$ cat src/rtl/mem_arb_pkg.sv
// Shared types for the CPU memory-bus arbiter: FSM state, bus owner, transfer size codes.
package mem_arb_pkg;

    typedef enum logic [1:0] {
        IDLE = 2'd0,
        ADDR = 2'd1,
        WAIT = 2'd2
    } arb_state_e;

    typedef enum logic {
        OWN_INST = 1'b0,
        OWN_DATA = 1'b1
    } owner_e;

    localparam logic [1:0] SZ_BYTE = 2'd0;
    localparam logic [1:0] SZ_HALF = 2'd1;
    localparam logic [1:0] SZ_WORD = 2'd2;

endpackage

$ cat src/rtl/mem_sel_to_size.sv
// Byte-enable to bus transfer size decoder; irregular enable patterns fall back to a word access.
module mem_sel_to_size
    import mem_arb_pkg::*;
(
    input  logic [3:0] sel_i,
    output logic [1:0] size_o
);

    always_comb begin
        case (sel_i)
            4'b0001, 4'b0010, 4'b0100, 4'b1000: size_o = SZ_BYTE;
            4'b0011, 4'b1100:                   size_o = SZ_HALF;
            default:                            size_o = SZ_WORD;
        endcase
    end

endmodule

$ cat src/rtl/mem_bus_arbiter.sv
// Serialises instruction-fetch and MEM-stage data requests onto one SRAM-like bus,
// returning registered read data with a one-cycle valid pulse per requester.
module mem_bus_arbiter
    import mem_arb_pkg::*;
#(
    parameter int ADDR_W = 32,
    parameter int DATA_W = 32
) (
    input  logic              clk_i,
    input  logic              rst_i,
    input  logic              inst_req_i,
    input  logic [ADDR_W-1:0] inst_addr_i,
    output logic [DATA_W-1:0] inst_rdata_o,
    output logic              inst_valid_o,
    input  logic              flush_i,
    input  logic              data_req_i,
    input  logic              data_wr_i,
    input  logic [3:0]        data_sel_i,
    input  logic [ADDR_W-1:0] data_addr_i,
    input  logic [DATA_W-1:0] data_wdata_i,
    output logic [DATA_W-1:0] data_rdata_o,
    output logic              data_valid_o,
    output logic              stall_o,
    output logic              bus_req_o,
    output logic              bus_wr_o,
    output logic [1:0]        bus_size_o,
    output logic [ADDR_W-1:0] bus_addr_o,
    output logic [DATA_W-1:0] bus_wdata_o,
    input  logic              bus_addr_ok_i,
    input  logic              bus_data_ok_i,
    input  logic [DATA_W-1:0] bus_rdata_i
);

    arb_state_e        state_q, state_d;
    owner_e            owner_q, owner_d;
    logic              drop_q, drop_d;
    logic              bus_req_q, bus_req_d;
    logic              bus_wr_q, bus_wr_d;
    logic [1:0]        bus_size_q, bus_size_d;
    logic [ADDR_W-1:0] bus_addr_q, bus_addr_d;
    logic [DATA_W-1:0] bus_wdata_q, bus_wdata_d;
    logic [DATA_W-1:0] inst_rdata_q, inst_rdata_d;
    logic [DATA_W-1:0] data_rdata_q, data_rdata_d;
    logic              inst_valid_q, inst_valid_d;
    logic              data_valid_q, data_valid_d;

    logic [1:0] data_size;
    logic       grant_data, grant_inst, flush_inst;

    mem_sel_to_size u_sel_to_size (
        .sel_i  (data_sel_i),
        .size_o (data_size)
    );

    // A requester whose valid is up is still holding its old request; skip it this cycle.
    assign grant_data = data_req_i & ~data_valid_q;
    assign grant_inst = inst_req_i & ~inst_valid_q & ~flush_i & ~grant_data;
    assign flush_inst = flush_i & (owner_q == OWN_INST);

    always_comb begin
        state_d      = state_q;
        owner_d      = owner_q;
        drop_d       = drop_q;
        bus_req_d    = bus_req_q;
        bus_wr_d     = bus_wr_q;
        bus_size_d   = bus_size_q;
        bus_addr_d   = bus_addr_q;
        bus_wdata_d  = bus_wdata_q;
        inst_rdata_d = inst_rdata_q;
        data_rdata_d = data_rdata_q;
        inst_valid_d = 1'b0;
        data_valid_d = 1'b0;
        case (state_q)
            IDLE: begin
                if (grant_data) begin
                    state_d     = ADDR;
                    owner_d     = OWN_DATA;
                    bus_req_d   = 1'b1;
                    bus_wr_d    = data_wr_i;
                    bus_size_d  = data_size;
                    bus_addr_d  = data_addr_i;
                    bus_wdata_d = data_wdata_i;
                end else if (grant_inst) begin
                    state_d     = ADDR;
                    owner_d     = OWN_INST;
                    bus_req_d   = 1'b1;
                    bus_wr_d    = 1'b0;
                    bus_size_d  = SZ_WORD;
                    bus_addr_d  = inst_addr_i;
                    bus_wdata_d = '0;
                end
            end
            ADDR: begin
                drop_d = drop_q | flush_inst;
                if (bus_addr_ok_i) begin
                    state_d   = WAIT;
                    bus_req_d = 1'b0;
                end
            end
            WAIT: begin
                drop_d = drop_q | flush_inst;
                if (bus_data_ok_i) begin
                    state_d = IDLE;
                    drop_d  = 1'b0;
                    if (owner_q == OWN_DATA) begin
                        data_rdata_d = bus_rdata_i;
                        data_valid_d = 1'b1;
                    end else if (!(drop_q | flush_i)) begin
                        inst_rdata_d = bus_rdata_i;
                        inst_valid_d = 1'b1;
                    end
                end
            end
            default: state_d = IDLE;
        endcase
    end

    always_ff @(posedge clk_i) begin
        if (!rst_i) begin
            state_q      <= IDLE;
            owner_q      <= OWN_INST;
            drop_q       <= 1'b0;
            bus_req_q    <= 1'b0;
            bus_wr_q     <= 1'b0;
            bus_size_q   <= SZ_BYTE;
            bus_addr_q   <= '0;
            bus_wdata_q  <= '0;
            inst_rdata_q <= '0;
            data_rdata_q <= '0;
            inst_valid_q <= 1'b0;
            data_valid_q <= 1'b0;
        end else begin
            state_q      <= state_d;
            owner_q      <= owner_d;
            drop_q       <= drop_d;
            bus_req_q    <= bus_req_d;
            bus_wr_q     <= bus_wr_d;
            bus_size_q   <= bus_size_d;
            bus_addr_q   <= bus_addr_d;
            bus_wdata_q  <= bus_wdata_d;
            inst_rdata_q <= inst_rdata_d;
            data_rdata_q <= data_rdata_d;
            inst_valid_q <= inst_valid_d;
            data_valid_q <= data_valid_d;
        end
    end

    assign inst_rdata_o = inst_rdata_q;
    assign inst_valid_o = inst_valid_q;
    assign data_rdata_o = data_rdata_q;
    assign data_valid_o = data_valid_q;
    assign bus_req_o    = bus_req_q;
    assign bus_wr_o     = bus_wr_q;
    assign bus_size_o   = bus_size_q;
    assign bus_addr_o   = bus_addr_q;
    assign bus_wdata_o  = bus_wdata_q;
    assign stall_o      = (inst_req_i & ~inst_valid_q & ~flush_i) | (data_req_i & ~data_valid_q);

endmodule

$ cat config.mk
export PLATFORM = sky130hd
export DESIGN_NAME = mem_bus_arbiter
export DESIGN_NICKNAME = d
export VERILOG_FILES = /design/src/rtl/mem_arb_pkg.sv /design/src/rtl/mem_sel_to_size.sv /design/src/rtl/mem_bus_arbiter.sv
export SDC_FILE = /design/constraint.sdc
export NUM_CORES = 1
export LEC_CHECK = 0
export BUFFER_PORTS_ARGS = -buffer_cell sky130_fd_sc_hd__buf_2
export CAP_MARGIN = 20
export CORE_AREA = 2 2 114 116
export CTS_CLUSTER_SIZE = 20
export DETAILED_ROUTE_END_ITERATION = 16
export DIE_AREA = 0 0 116 118
export PLACE_DENSITY = 0.81
export SYNTH_ARGS = -nofsm -noshare
export SYNTH_HDL_FRONTEND = slang
export SYNTH_HIERARCHICAL = 1
export SYNTH_SLANG_ARGS = --single-unit
$ cat constraint.sdc
create_clock -name clk_i -period 2.2 [get_ports clk_i]
set_clock_uncertainty 0.15 [all_clocks]
set_input_delay 0.33 -clock clk_i [delete_from_list [all_inputs] [get_ports clk_i]]
set_output_delay 0.33 -clock clk_i [all_outputs]
set_load 0.005 [all_outputs]
# [Word level (Yosys, flattened, before mapping)]
# Index checks and enable logic that the tools add are counted.
[totals] register_bits=138 in_bits=140 output_inout_bits=135 wordCells=76
[classes] n_eq_ne=11 muxes=23 n_bitwise=17 reduce_logical=13
[op_table] operator="32-bit 2-to-1 mux" n=4
[op_table] operator="2-bit 2-to-1 mux" n=6
[op_table] operator="3-bit AND reduction" n=4
[op_table] operator="1-bit 2-to-1 mux" n=9
[op_table] operator="1-bit inverter" n=9
[op_table] operator="4-bit by 2-bit equality test with 1-bit output, second input constant" n=2
[op_table] operator="4-bit equality test, second input constant" n=2
[op_table] operator="4-bit OR reduction" n=2
[op_table] operator="2-bit case mux with 3 select lines" n=1
[op_table] operator="2-bit nonzero test" n=3
[op_table] operator="1-bit AND" n=5
[op_table] operator="4-bit by 1-bit equality test with 1-bit output, second input constant" n=1
[op_table] operator="4-bit by 3-bit equality test with 1-bit output, second input constant" n=1
[op_table] operator="2-bit != test, second input constant" n=2
[op_table] operator="1-bit case mux with 2 select lines" n=2
[op_table] operator="2-bit case mux with 2 select lines" n=1
[op_table] operator="4-bit AND reduction" n=1
[op_table] operator="3-bit != test, second input constant" n=1
[op_table] operator="1-bit bitwise OR" n=3
[op_table] operator="2-bit by 1-bit equality test with 1-bit output, second input constant" n=1
[op_table] operator="2-bit equality test, second input constant" n=1
[op_table] operator="2-bit zero test" n=1
[op_table] operator="2-bit AND reduction" n=1
[op_table] operator="2-bit OR reduction" n=1

# [Longest topological paths before layout]
[depth] depth_word=7 depth_mapped=9

# [Cells and area by module]
# The synthesis kept the hierarchy.
[by_module_without_submodules] mod="mem_bus_arbiter" instances=1 cells_each=584 area_per_inst_um2=5469.0
[by_module_without_submodules] mod="mem_sel_to_size" instances=1 cells_each=5 area_per_inst_um2=35.0

# [Worst setup path after synthesis]
# OpenSTA, ideal clock, no wires.
[synth_timing] kind="register -> register" start="reg state_q[0]" end="reg bus_addr_q[10] (netlist: bus_addr_o[10])" setup_time_ps=116 arrival_time_ps=1726 required_ps=1934 slack_ps=208 path_stages_with_launch=10 n_path_buf=4 synth_period_minus_slack_ps=1992 cell_sequence="dfxtp_1 inv_1 ha_1 and3b_1 buf_6 or2_1 clkbuf_1 buf_6 buf_6 o211a_1"
[synth_via] elab_chain_len=2
[synth_rtl] element="start, declared" line_no="mem_bus_arbiter.sv:34" rtl="arb_state_e state_q, state_d;"
[synth_rtl] element="start signal, assigned" line_no="mem_bus_arbiter.sv:133" rtl="state_q <= state_d;"
[synth_rtl] element="2-bit zero test" line_no="mem_bus_arbiter.sv:73" rtl="case (state_q)"
[synth_rtl] element="2-bit AND reduction (no source line)"
[synth_rtl] element="end signal, assigned" line_no="mem_bus_arbiter.sv:139" rtl="bus_addr_q <= bus_addr_d;"
[synth_rtl] element="end, declared" line_no="mem_bus_arbiter.sv:40" rtl="logic [ADDR_W-1:0] bus_addr_q, bus_addr_d;"
# No other way between the ends.
# A chain may end at the register's enable or synchronous reset.

# [Worst setup path in the final report]
[layout_timing] start="reg state_q[0]" end="reg bus_wdata_q[9] (netlist: bus_wdata_o[9])"
[layout_via] elab_chain_len=2
[layout_rtl] element="2-bit zero test" line_no="mem_bus_arbiter.sv:73"
[layout_rtl] element="2-bit AND reduction (no source line)"
[layout_rtl] element="end signal, assigned" line_no="mem_bus_arbiter.sv:140" rtl="bus_wdata_q <= bus_wdata_d;"
[layout_rtl] element="end, declared" line_no="mem_bus_arbiter.sv:41" rtl="logic [DATA_W-1:0] bus_wdata_q, bus_wdata_d;"
# No other way between the ends.

==> reports/metrics.yaml <==
floorplanning:
  dieHeight_um: 118
  core_area_mm2: 0.01241
  start_util_pct: 44.34
  ios: 275
  die_w_um: 116
  num_rows: 41
  die_area_mm2: 0.01369
timing:
  worst_pin_slew_ns: 0.5039
  fin_crit_sh_pct: 89.96
  fmax_mhz: 505.3
  rsz0062_at_grt: "no"
  maxSlewViolCount: 0
  fin_crit_ns: 1.979
  finalSetupViolations: 0
  whs_ns: 0.01512
  maxSlewHeadroom_pct: 66.41
  tns_ns: 0
  hold_viol_final: 0
global_route:
  grt_remaining_overflow: 0
  grt_usage_pct: 21.01
  grt_busiest_layer: "met2"
  grt_pass1_wl_um: 22820
  grt_use_met2_pct: 36.11
  grt.met1_usage_pct: 22.66
  grtUsageMet3_pct: 7.827
  antenna_found_initial: 1
  grt_pass1_vias: 4873
  grt_max_degree: 57
setup_path:
  setup.worst_path.end_class: "register"
  crit_type: "register to register"
  crit_path_max_fanout: 36
  critical_path_arrival_ns: 2.17
  start_kind: "register"
  crit_required_ns: 2.39
outcome:
  status: "finished, final reports clean"
logic_synthesis:
  synth_most_common_cell: "nand2_1"
  yosys_most_used_dff: "dfxtp_1"
  syn_nets: 734
  yosys.area.top_type: "dfxtp_1"
  synth_area_leaders: "dfxtp_1 (50%), nand2_1 (11%), a21boi_0 (6.5%)"
  synth-edff-count: 0
  ys_seq_area_share_pct: 50.19
  synth_top_area_share_pct: 50.19
  yosysUniqueCellTypes: 33
  ys_seq_elements: 138
  synth_cells: 589
  avgSynthCellArea_um2: 9.345
  synth.top_cells.by_count: "nand2_1 (167), dfxtp_1 (138), a21boi_0 (48)"
  syn_area_mm2: 0.005504
  ys_async_sr_fraction_pct: 0
  synth_warnings: 6
cts:
  numCtsBuffers: 17
  cts_tree: "yes"
  cts_sinks: 138
  path_clk_slew_ns: 0.05
  ctsResizeCount: 0
  h-tree-depth: 4
  cts_buffer_depth: 2
  post-cts-setup-buffers: 0
  cts-root-buf: "clkbuf_16"
  postCtsHoldBufs: 1
  clk_latency_ns: 0.41
power_and_ir_drop:
  vdd_drop_max_mv: 0.6058
  power.total_mw: 7.142
  leakage_nw: 3.776
  powerDensity_mw_per_mm2: 942.7
route:
  drt_iter0_markers: 331
  drcViolationCount: 0
  via_per_inst: 4.898
  wirelength_um: 14400
  final_antenna_net_count: 0
  drt-wirelength-per-cell_um: 13.94
  vias: 5060
  drt_pass1_iterations: 5
final_layout:
  syn_to_final_growth_pct: 37.64
  layout-drive-gt1-share_pct: 36.98
  finish.net_count: 996
  fillCellCount: 1104
placement:
  port_buffers: 274
  place_congestion: 0.7957
  dpl.hpwl_um: 10360
run:
  maxCapViolCount: 0
min_path:
  min_path_type: "input pin to register"
==> path summary, 6_finish.rpt <==
check / from / end / slack, ns / depth (start not counted)
min reg2reg: inst_rdata_o[4] / inst_rdata_o[4] / 0.30 / 2
min: bus_rdata_i[4] / inst_rdata_o[4] / 0.02 / 3
max: state_q[0] / bus_wdata_o[9] / 0.22 / 8
max reg2reg: state_q[0] / bus_wdata_o[9] / 0.22 / 8
==> registers in the layout, indices dropped and copies added, names as in the netlist <==
| name | count |
|---|---|
| data_rdata_o | 32 |
| bus_wr_o | 1 |
| owner_q | 1 |
| bus_req_o | 1 |
| inst_rdata_o | 32 |
| data_valid_o | 1 |
| inst_valid_o | 1 |
| drop_q | 1 |
| bus_addr_o | 32 |
| bus_wdata_o | 32 |
| bus_size_o | 2 |
| state_q | 2 |
==> worst max-delay path, stage by stage (launching register included) <==
cell and delay, ns:
dfxtp_1 0.37, inv_1 0.10, ha_1 0.23, and3b_1 0.19, buf_4 0.24, nor2_2 0.19, buf_12 0.20, a22oi_1 0.09
nor2b_1 0.14
==> layer usage <==
layer / routed length, um / vias to the layer above
li1: - / 2518
met1: 5653 / 2312
met2: 7185 / 199
met3: 1146 / 31
met4: 410 / 0
met5: 0 / -
==> cell families (layout without fill, tap and decap cells) <==
logic type,after synthesis,count (layout),share of synthesized area [%]
simple gates,221,221,17.59
flops,138,138,50.19
compound gates,137,137,20.21
buf+inv,53,324,4.524
mux,34,34,6.183
fa+ha+maj,5,5,1.137
xor+xnor,1,1,0.1592
other cells,0,1,0
==> layout by cell type, fill, tap and decap left out, drive strengths merged, types with 2 or more instances in the layout <==
cell	Yosys	final
buf	16	288
nand2	167	167
dfxtp	138	138
a21boi	64	64
a22oi	34	34
nor2b	34	34
mux2i	34	34
o211a	32	32
clkbuf	31	25
inv	6	6
nor2	6	6
ha	5	5
nand3	3	3
and2	3	3
clkinv	0	2
dlygate4sd3	0	2
o221a	2	2
o21ai	2	2
==> report_power, final <==
group | switching, mW | internal (mW) | total [mW] | leakage [nW]
sequential | 0.182 | 2.84 | 3.02 | 1.13
clock | 0.959 | 1.50 | 2.46 | 0.245
combinational | 0.871 | 0.793 | 1.66 | 2.41
==> final cells by class <==
type,instances,area (um2),share of cell area [%]
clock inverter,3,17.52,0.2312
tap,172,215.2,2.841
multi-input combinational,398,2509,33.11
clock buffer,25,485.5,6.408
antenna,1,2.502,0.03303
sequential,138,2763,36.47
timing repair buffer,290,1562,20.61
inverter,6,22.52,0.2973
==> per-stage QoR <==
stage          std cells  utilization, %  worst slack [ns]  area (um2)
6_report            1033           61.03            0.2209        7576
5_1_grt             1033           61.03           0.06811        7576
4_1_cts             1031           60.93            0.2220        7564
3_5_place_dp        1002           56.79            0.2323        7051
3_3_place_gp        1002           56.79            0.3005        7051
2_1_floorplan        589               -            0.2081        5504
No activity file was read; power rests on OpenSTA's default activity.
